<file path="src/rtl/banco_registros_if.sv">
// banco_registros_if: bus bundle for the four-entry register bank.
// Optional macro: CLR_ALL_EN (adds the clr_all synchronous clear line).
//   master : drives the write port and the select controls, reads R_0..R_3/selecM/cambio
//   slave  : the register bank itself
interface banco_registros_if #(parameter int N = 16);
    logic         we;
    logic [1:0]   dir_w;
    logic [N-1:0] dato_w;
    logic         modo;
    logic [1:0]   sel_in;
`ifdef CLR_ALL_EN
    logic         clr_all;
`endif
    logic [N-1:0] R_0;
    logic [N-1:0] R_1;
    logic [N-1:0] R_2;
    logic [N-1:0] R_3;
    logic [1:0]   selecM;
    logic         cambio;

`ifdef CLR_ALL_EN
    modport master (output we, dir_w, dato_w, modo, sel_in, clr_all,
                    input  R_0, R_1, R_2, R_3, selecM, cambio);
    modport slave  (input  we, dir_w, dato_w, modo, sel_in, clr_all,
                    output R_0, R_1, R_2, R_3, selecM, cambio);
`else
    modport master (output we, dir_w, dato_w, modo, sel_in,
                    input  R_0, R_1, R_2, R_3, selecM, cambio);
    modport slave  (input  we, dir_w, dato_w, modo, sel_in,
                    output R_0, R_1, R_2, R_3, selecM, cambio);
`endif
endinterface

</file>
<file path="src/rtl/banco_registros.sv">
// banco_registros: four-entry register bank feeding a 4:1 output mux, plus the
// mux select generator (manual select or auto-scan sequencer).
// Optional macro: CLR_ALL_EN (clr_all clears R_0..R_3, priority over writes).
// Ports:
//   clk    : rising-edge clock
//   reset  : asynchronous, active-high, clears all state
//   bus    : banco_registros_if.slave (write port, modo/sel_in, R_0..R_3, selecM, cambio)
// Parameters: N data width, DIV cycles per scan slot (1..65535).
//
// state  | meaning
// MANUAL | selecM follows sel_in, slot counter held at 0
// SCAN   | selecM steps 00,10,01,11 holding each value DIV cycles
module banco_registros #(
    parameter int N   = 16,
    parameter int DIV = 4
) (
    input  logic             clk,
    input  logic             reset,
    banco_registros_if.slave bus
);
    typedef enum logic {MANUAL, SCAN} estado_t;

    localparam int            CW      = (DIV > 1) ? $clog2(DIV) : 1;
    localparam logic [CW-1:0] CNT_MAX = CW'(DIV - 1);

    estado_t      estado, estado_sig;
    logic [CW-1:0] cnt, cnt_sig;
    logic [1:0]   slot, slot_sig;
    logic [1:0]   sel_sig;
    logic [1:0]   selecm_q;
    logic         cambio_q;
    logic [N-1:0] regs [4];
    logic         clr;

`ifdef CLR_ALL_EN
    assign clr = bus.clr_all;
`else
    assign clr = 1'b0;
`endif

    // Slot index to mux select encoding: R_1 is 10, R_2 is 01.
    function automatic logic [1:0] slot_a_sel(input logic [1:0] s);
        case (s)
            2'd0:    slot_a_sel = 2'b00;
            2'd1:    slot_a_sel = 2'b10;
            2'd2:    slot_a_sel = 2'b01;
            default: slot_a_sel = 2'b11;
        endcase
    endfunction

    always_comb begin
        estado_sig = estado;
        cnt_sig    = '0;
        slot_sig   = slot;
        sel_sig    = bus.sel_in;
        case (estado)
            MANUAL: begin
                if (bus.modo) begin
                    estado_sig = SCAN;
                    slot_sig   = 2'd0;
                    sel_sig    = 2'b00;
                end
            end
            SCAN: begin
                if (!bus.modo) begin
                    estado_sig = MANUAL;
                end else begin
                    if (cnt == CNT_MAX) begin
                        slot_sig = slot + 2'd1;
                    end else begin
                        cnt_sig = cnt + 1'b1;
                    end
                    sel_sig = slot_a_sel(slot_sig);
                end
            end
            default: estado_sig = MANUAL;
        endcase
    end

    always_ff @(posedge clk or posedge reset) begin
        if (reset) begin
            estado   <= MANUAL;
            cnt      <= '0;
            slot     <= 2'd0;
            selecm_q <= 2'b00;
            cambio_q <= 1'b0;
        end else begin
            estado   <= estado_sig;
            cnt      <= cnt_sig;
            slot     <= slot_sig;
            selecm_q <= sel_sig;
            cambio_q <= (sel_sig != selecm_q);
        end
    end

    // Write path is independent of the sequencer; both may act on one edge.
    always_ff @(posedge clk or posedge reset) begin
        if (reset) begin
            for (int i = 0; i < 4; i++) regs[i] <= '0;
        end else if (clr) begin
            for (int i = 0; i < 4; i++) regs[i] <= '0;
        end else if (bus.we) begin
            regs[bus.dir_w] <= bus.dato_w;
        end
    end

    assign bus.R_0    = regs[0];
    assign bus.R_1    = regs[1];
    assign bus.R_2    = regs[2];
    assign bus.R_3    = regs[3];
    assign bus.selecM = selecm_q;
    assign bus.cambio = cambio_q;
endmodule

</file>
<file path="src/flat_wrapper.sv">
// flat-port wrapper written by rule: the top's interface ports become plain ports
module banco_registros_flat 
#(
    parameter int N   = 16,
    parameter int DIV = 4
)
  (clk, reset, bus_we, bus_dir_w, bus_dato_w, bus_modo, bus_sel_in, bus_R_0, bus_R_1, bus_R_2, bus_R_3, bus_selecM, bus_cambio);
  banco_registros_if #(.N(N)) bus_i ();
  input  logic clk;
  input  logic reset;
  input wire logic [$bits(bus_i.we)-1:0] bus_we;
  input wire logic [$bits(bus_i.dir_w)-1:0] bus_dir_w;
  input wire logic [$bits(bus_i.dato_w)-1:0] bus_dato_w;
  input wire logic [$bits(bus_i.modo)-1:0] bus_modo;
  input wire logic [$bits(bus_i.sel_in)-1:0] bus_sel_in;
  output wire logic [$bits(bus_i.R_0)-1:0] bus_R_0;
  output wire logic [$bits(bus_i.R_1)-1:0] bus_R_1;
  output wire logic [$bits(bus_i.R_2)-1:0] bus_R_2;
  output wire logic [$bits(bus_i.R_3)-1:0] bus_R_3;
  output wire logic [$bits(bus_i.selecM)-1:0] bus_selecM;
  output wire logic [$bits(bus_i.cambio)-1:0] bus_cambio;
  assign bus_i.we = bus_we;
  assign bus_i.dir_w = bus_dir_w;
  assign bus_i.dato_w = bus_dato_w;
  assign bus_i.modo = bus_modo;
  assign bus_i.sel_in = bus_sel_in;
  assign bus_R_0 = bus_i.R_0;
  assign bus_R_1 = bus_i.R_1;
  assign bus_R_2 = bus_i.R_2;
  assign bus_R_3 = bus_i.R_3;
  assign bus_selecM = bus_i.selecM;
  assign bus_cambio = bus_i.cambio;
  banco_registros #(.N(N), .DIV(DIV)) u_core (.clk(clk), .reset(reset), .bus(bus_i));
endmodule
</file>
<file path="config.mk">
export PLATFORM = sky130hd
export DESIGN_NAME = banco_registros_flat
export DESIGN_NICKNAME = d
export VERILOG_FILES = /design/src/rtl/banco_registros_if.sv /design/src/rtl/banco_registros.sv /design/src/flat_wrapper.sv
export SDC_FILE = /design/constraint.sdc
export NUM_CORES = 1
export LEC_CHECK = 0
export BUFFER_PORTS_ARGS = -buffer_cell sky130_fd_sc_hd__buf_2
export CAP_MARGIN = 10
export CORE_MARGIN = 2
export CORE_UTILIZATION = 45
export DETAILED_ROUTE_END_ITERATION = 8
export PLACE_DENSITY = 0.68
export SLEW_MARGIN = 20
export SYNTH_ARGS = -nofsm -noshare
export SYNTH_HDL_FRONTEND = slang
export SYNTH_SLANG_ARGS = --single-unit
</file>
<file path="constraint.sdc">
create_clock -name clk -period 5.3 [get_ports clk]
set_input_delay 1.06 -clock clk [delete_from_list [all_inputs] [get_ports clk]]
set_output_delay 1.06 -clock clk [all_outputs]
set_load 0.1 [all_outputs]
</file>
After elaboration in Yosys (flattened, before gate mapping)
Cells that the tools add are included.
{"block": "totals", "reg_bits": 72}
{"block": "op_classes", "magnitude_cmp": 2, "n_reduce_logical": 3, "mux": 17, "n_addsub": 2, "eq_ne": 6, "n_bitwise": 2}
{"cell": "64-bit bitwise mux", "n": 1}
{"cell": "16-bit demux with 2-bit select", "n": 1}
{"cell": "2-bit 2-to-1 mux", "n": 10}
{"cell": "16-bit 2-to-1 mux", "n": 1}
{"cell": "2-bit one-hot mux with 2 select lines", "n": 2}
{"cell": "2-bit one-hot mux with 3 select lines", "n": 1}
{"cell": "2-bit by 1-bit adder with 2-bit output, second input constant", "n": 2}
{"cell": "2-bit equality test, second input constant", "n": 2}
{"cell": "2-bit != test, second input constant", "n": 2}
{"cell": "3-bit greater-or-equal comparator, second input constant", "n": 1}
{"cell": "3-bit by 1-bit less-than comparator with 1-bit output, second input constant", "n": 1}
{"cell": "2-bit inverter with 3-bit output", "n": 1}
{"cell": "2-bit by 1-bit equality test with 1-bit output, second input constant", "n": 1}
{"cell": "2-bit zero test", "n": 1}
{"cell": "2-bit != test", "n": 1}
{"cell": "2-bit AND reduction", "n": 1}
{"cell": "1-bit logical AND", "n": 1}
{"cell": "1-bit 2-to-1 mux", "n": 1}
{"cell": "1-bit inverter", "n": 1}

Logic depth before layout (Yosys ltp)
Gate-level depths: netlist of the first run.
{"block": "depth", "ltp_word": 9, "depth_mapped": 5}

Worst setup path after synthesis of the first run
OpenSTA, ideal clock, no wires.
{"block": "synth_timing", "path_kind": "in2reg", "from": "in bus_dir_w[1]", "to": "reg u_core.regs, in the netlist u_core.bus.R_0[10]", "slack_ns": 3.286, "path_buffers": 1, "stages": 3, "required_ns": 5.175, "arrival_time_ns": 1.889, "path_cell_list": "nor3b_4 -> buf_6 -> mux2_2"}
{"block": "synth_between", "elab_chain_cells": 6, "word_cells_on_any_way": 7, "classes_between": "order compare: 2; mux: 3; bitwise: 1; reduce/logical: 1"}
{"item": "from (decl)", "line_no": "flat_wrapper.sv:12", "rtl": "input wire logic [$bits(bus_i.dir_w)-1:0] bus_dir_w;"}
{"item": "2-bit inverter with 3-bit output (not written as such) (*)", "line_no": "banco_registros.sv:103", "rtl": "regs[bus.dir_w] <= bus.dato_w;"}
{"item": "3-bit greater-or-equal comparator (not written as such) or 3-bit by 1-bit less-than comparator with 1-bit output (tied branches)", "line_no": "banco_registros.sv:103"}
{"item": "1-bit logical AND (not written as such)", "line_no": "banco_registros.sv:103"}
{"item": "16-bit 2-to-1 mux (not written as such)", "line_no": "banco_registros.sv:103"}
{"item": "16-bit demux with 2-bit select (*)", "line_no": "banco_registros.sv:103"}
{"item": "64-bit bitwise mux (*)", "line_no": "banco_registros.sv:103"}
{"item": "to (signal, indexed assignment)", "line_no": "banco_registros.sv:103"}
{"item": "to (decl)", "line_no": "banco_registros.sv:32", "rtl": "logic [N-1:0] regs [4];"}
Mark *: on every way between the ends. The rest lies on a longest branch, timed or not.
A chain may end at the register's enable or synchronous reset.

Final worst setup path of the first run
{"block": "layout_timing", "from": "reg u_core.selecm_q[1], in the netlist u_core.bus.selecM[1]", "to": "out bus_selecM[1]"}
{"item": "from (decl)", "line_no": "banco_registros.sv:30", "rtl": "logic [1:0] selecm_q;"}
{"item": "from (signal assigned)", "line_no": "banco_registros.sv:91", "rtl": "selecm_q <= sel_sig;"}
{"item": "to (decl)", "line_no": "flat_wrapper.sv:20", "rtl": "output wire logic [$bits(bus_i.selecM)-1:0] bus_selecM;"}
No word-level cell between the ends.

==> results.json, run 1 <==
{
  "status": "finished, final reports clean",
  "io_buffers": 90,
  "clock-skew-final_ns": 0.00649,
  "via_per_inst": 4.99,
  "hold_class": "flip-flop to flip-flop",
  "core-area_mm2": 0.00592,
  "layout_setup_ws_ns": 3.11,
  "die_h_um": 82.5,
  "regArea_mm2": 0.00180,
  "h-tree-depth": 3,
  "yosys-top-cells-area": "dfrtp_1, mux2_2, nand3b_2",
  "syn_inst": 170,
  "synth_area_mm2": 0.00277,
  "first_pass_iters": 4,
  "crit_fanout": 2,
  "synth_flop_cell": "dfrtp_1",
  "cts_resized": 0,
  "cts_tree": "built",
  "grt_overflow": 0,
  "boundaryPins": 91,
  "clk_pin_slew_ns": 0.07,
  "synth_top_cell_area_share_pct": 65.0,
  "area_growth_pct": 27.0,
  "synthDistinctLibCells": 24,
  "tightest_slew_ns": 0.843,
  "yosys.area.top_type": "dfrtp_1",
  "drv_slew": 0,
  "drc": 0,
  "ant_nets": 0,
  "first_global_vias": 1742,
  "drive_gt1_share_pct": 64.1,
  "num_vias": 1735,
  "crit_chain": "buf_2",
  "critical-path-slowest-cell": "buf_2",
  "grt_max_degree": 43,
  "grt_usage_pct": 17.4,
  "grt_pass1_wl_um": 8630,
  "dieArea_mm2": 0.00680,
  "final_common_cell": "buf_2",
  "period_minus_slack_ns": 2.19,
  "hold_viol": 0,
  "place_hpwl_um": 3700,
  "worstPathArrival_ns": 1.13,
  "worst-path-buf-inv": 1,
  "crit_family": "buffers and inverters",
  "wirelength_um": 5440,
  "cts.path.max_buffers": 2,
  "start_util_pct": 46.8,
  "endpoint_kind": "output port",
  "rows": 28,
  "postCtsHoldBufs": 0,
  "seq_area_frac_synth_pct": 65.0,
  "avgSynthCellArea_um2": 16.3,
  "cpPeakStageDelay_ns": 0.43,
  "n_antenna_cell": 0,
  "grt_setup_unrepaired": "no",
  "criticalPathCategory": "flip-flop to output port",
  "fin_crit_sh_pct": 41.4,
  "grt_antenna_before_repair": 0,
  "slew_headroom_pct": 43.7,
  "p_leak_nw": 1.71,
  "cts_setup_buffers": 0,
  "final_nets": 293,
  "fin_setup_tns_ns": 0,
  "start_kind": "flip-flop",
  "wl_per_cell_um": 15.6,
  "multiInputGateArea_um2": 921,
  "pre_cts_ws_ns": 2.82,
  "syn-num-nets": 195,
  "die_x_um": 82.5,
  "async_reset_ff_share_pct": 100,
  "root_buffer": "clkbuf_8",
  "clk_latency_ns": 0.33,
  "nFillCells": 505,
  "p_per_area_mw_per_mm2": 605,
  "ys_warn_count": 0,
  "clock-sinks": 72,
  "synth-edff-count": 0,
  "cts_buffers": 9,
  "vdd_ir_drop_max_v": 0.000287,
  "place.gp.congestion": 0.675,
  "cp.required_ns": 4.24,
  "fmax_mhz": 456,
  "initialDrtViolationCount": 59,
  "cap_violations": 0,
  "final_cell_mix": "buf_2, dfrtp_1, mux2_2",
  "setup_viol": 0,
  "ys_ff_latch": 72
}
-- final timing paths --
check	start	to	slack (ns)	cells past startpoint
worst min register to register	u_core.cnt[0]$_DFF_PP0_	u_core.cnt[0]$_DFF_PP0_	0.44	1
worst max register to register	u_core.cnt[0]$_DFF_PP0_	u_core.bus.cambio$_DFF_PP0_	3.91	5
max in group asynchronous	reset	u_core.estado$_DFF_PP0_	3.52	3
min in group asynchronous	reset	u_core.bus.R_3[13]$_DFFE_PP0P_	0.81	2
worst min-delay path	u_core.cnt[0]$_DFF_PP0_	u_core.cnt[0]$_DFF_PP0_	0.44	1
worst max-delay path	u_core.bus.selecM[1]$_DFF_PP0_	bus_selecM[1]	3.11	1
-- power by group --
group | switching, mW | internal [mW]
Sequential | 0.0461 | 0.645
Combinational | 0.803 | 0.145
Clock | 0.186 | 0.304
Total | 1.04 | 1.09
-- area by class of cell --
type                            instances  share of cell area (%)
Inverter                                3                   0.320
Clock inverter                          2                    1.71
Tap cell                               75                    2.67
Clock buffer                           14                    4.91
Timing Repair Buffer                   91                    13.0
Multi-Input combinational cell         91                    26.2
Sequential cell                        72                    51.2
-- cell usage after synthesis (all sizes together), types with 2 or more instances --
cell     n
and3b    2
mux2    64
dfrtp   72
buf      3
nand3b   2
nand2    5
nand3    2
a21boi   2
inv      3
o21ai    3
xnor2    2
-- metal layers --
metal  vias to the layer above  GRT usage [%]  wire length (µm)  share of wire, %
met5                         -              0                 0                 0
met4                         0           5.50                62               1.1
met3                         9           5.98               421               7.7
met2                        67           25.0              2360                43
met1                       857           24.9              2590                48
li1                        802              -                 -                 -
-- state kept, by name (all words and copies together) (netlist names) --
signal / count
u_core.bus.selecM: 2
u_core.bus.R_2: 16
u_core.slot: 2
u_core.bus.R_1: 16
u_core.bus.R_3: 16
u_core.estado: 1
u_core.bus.R_0: 16
u_core.bus.cambio: 1
u_core.cnt: 2
-- per-stage QoR --
step	power (mW)	area, µm²	instances	hold WS, ns	util [%]
finish	2.13	3520	348	0.445	59.4
global placement	1.64	3290	332	0.429	55.5
floorplan	1.50	2770	170	0.410	-
global route	2.21	3520	348	0.487	59.4
detailed placement	1.65	3290	332	0.437	55.5
CTS	2.15	3520	348	0.454	59.4
-- logic make-up after synthesis --
group / after synthesis / share of synthesized area, %
adder cells (fa/ha/maj): 1 / 0.451
XOR/XNOR: 2 / 0.632
AND/OR/NAND/NOR: 15 / 3.93
multiplexers: 64 / 26.0
AO/OA/AOI/OAI: 9 / 2.21
buffers and inverters: 7 / 1.76
flip-flops: 72 / 65.0
(Power assumes the default switching activity.)
==> run 2, diff against run 1 <==
==> constraint.sdc (replaced) <==
create_clock -name clk -period 2.05 [get_ports clk]
set_input_delay 0.41 -clock clk [delete_from_list [all_inputs] [get_ports clk]]
set_output_delay 0.41 -clock clk [all_outputs]
set_load 0.1 [all_outputs]
==> results.json, run 2 (same netlist as run 1, synthesis figures left out) <==
{
  "cts_resized": 0,
  "first_global_vias": 1748,
  "cp.required_ns": 1.64,
  "hold_viol": 0,
  "setup_viol": 0,
  "via_per_inst": 5.01,
  "dieArea_mm2": 0.00680,
  "grt_max_degree": 73,
  "slew_headroom_pct": 64.6,
  "critical-path-slowest-cell": "buf_2",
  "drc": 0,
  "endpoint_kind": "output port",
  "core-area_mm2": 0.00592,
  "num_vias": 1753,
  "final_common_cell": "buf_2",
  "grt_setup_unrepaired": "no",
  "pre_cts_ws_ns": 0.355,
  "final_cell_mix": "buf_2, dfrtp_1, mux2_2",
  "crit_family": "buffers and inverters",
  "final_nets": 295,
  "cts_tree": "built",
  "clk_pin_slew_ns": 0.08,
  "first_pass_iters": 4,
  "area_growth_pct": 26.8,
  "place_hpwl_um": 3650,
  "vdd_ir_drop_max_v": 0.000712,
  "cap_violations": 0,
  "hold_class": "input pin to async pin",
  "drv_slew": 0,
  "start_kind": "flip-flop",
  "cts.path.max_buffers": 2,
  "initialDrtViolationCount": 40,
  "fin_crit_sh_pct": 75.1,
  "die_x_um": 82.5,
  "p_leak_nw": 1.71,
  "wirelength_um": 5300,
  "die_h_um": 82.5,
  "h-tree-depth": 3,
  "grt_antenna_before_repair": 0,
  "clock-skew-final_ns": 0.00674,
  "final_area_mm2": 0.00351,
  "place.gp.congestion": 0.698,
  "n_antenna_cell": 0,
  "grt_overflow": 0,
  "p_per_area_mw_per_mm2": 1520,
  "boundaryPins": 91,
  "cpPeakStageDelay_ns": 0.43,
  "drive_gt1_share_pct": 64.7,
  "finish.utilization_pct": 59.4,
  "root_buffer": "clkbuf_8",
  "status": "finished, final reports clean",
  "tightest_slew_ns": 0.528,
  "clock-sinks": 72,
  "grt_pass1_wl_um": 8470,
  "clk_latency_ns": 0.33,
  "postPlaceCellArea_mm2": 0.00332,
  "start_util_pct": 46.8,
  "worst-path-buf-inv": 1,
  "busiest_layer": "met2",
  "worstPathArrival_ns": 1.13,
  "wl_per_cell_um": 15.1,
  "fmax_mhz": 650,
  "fin_setup_tns_ns": 0,
  "ant_nets": 0,
  "grt_use_met3_pct": 6.96,
  "cts_setup_buffers": 0,
  "met2_usage_pct": 25.3,
  "crit_fanout": 2,
  "rows": 28,
  "period_minus_slack_ns": 1.54,
  "use_met1_pct": 23.0,
  "r2r_start": "u_core.cnt[0]$_DFF_PP0_",
  "postCtsHoldBufs": 0,
  "criticalPathCategory": "flip-flop to output port",
  "cts_buffers": 9,
  "crit_chain": "buf_2",
  "place_inst": 334,
  "layout_setup_ws_ns": 0.511,
  "crit_start": "u_core.bus.selecM[1]$_DFF_PP0_",
  "grt_usage_pct": 17.0,
  "io_buffers": 90,
  "final_cell_count_no_fill": 350
}
run 2: metal layers:
| layer | vias to the layer above | part of all wire [%] |
|---|---|---|
| li1 | 808 | - |
| met1 | 875 | 46 |
| met2 | 65 | 45 |
| met3 | 5 | 8.6 |
| met4 | 0 | 0.87 |
| met5 | - | 0 |
run 2: cell type report:
cell class / instances / area [µm²]
fill: 491 / 2410
clock buffer: 11 / 141
multi-input combinational: 91 / 921
clock inverter: 5 / 56.3
timing repair buffer: 93 / 485
tap: 75 / 93.8
sequential: 72 / 1800
inverter: 3 / 15.0
run 2: final timing paths:
check                                                  to  slack (ns)  depth (start not counted)
max                                         bus_selecM[1]        0.51                          1
min                           u_core.bus.cambio$_DFF_PP0_        0.18                          3
max reg2reg                   u_core.bus.cambio$_DFF_PP0_        0.68                          5
min reg2reg                       u_core.cnt[0]$_DFF_PP0_        0.44                          1
max in group asynchronous  u_core.bus.R_2[12]$_DFFE_PP0P_        1.59                          3
min in group clk                  u_core.estado$_DFF_PP0_        0.28                          1
run 2: per-stage QoR:
stage               hold WS, ns  power [mW]
CTS                       0.182        5.38
global route              0.189        5.56
detailed placement        0.424        4.28
finish                    0.175        5.34
floorplan                 0.410        3.89
global placement          0.426        4.26
run 2: power breakdown:
| part | leakage, nW | switching (mW) | internal, mW |
|---|---|---|---|
| Sequential | 0.860 | 0.119 | 1.67 |
| Combinational | 0.748 | 2.08 | 0.380 |
| Clock | 0.0993 | 0.505 | 0.594 |
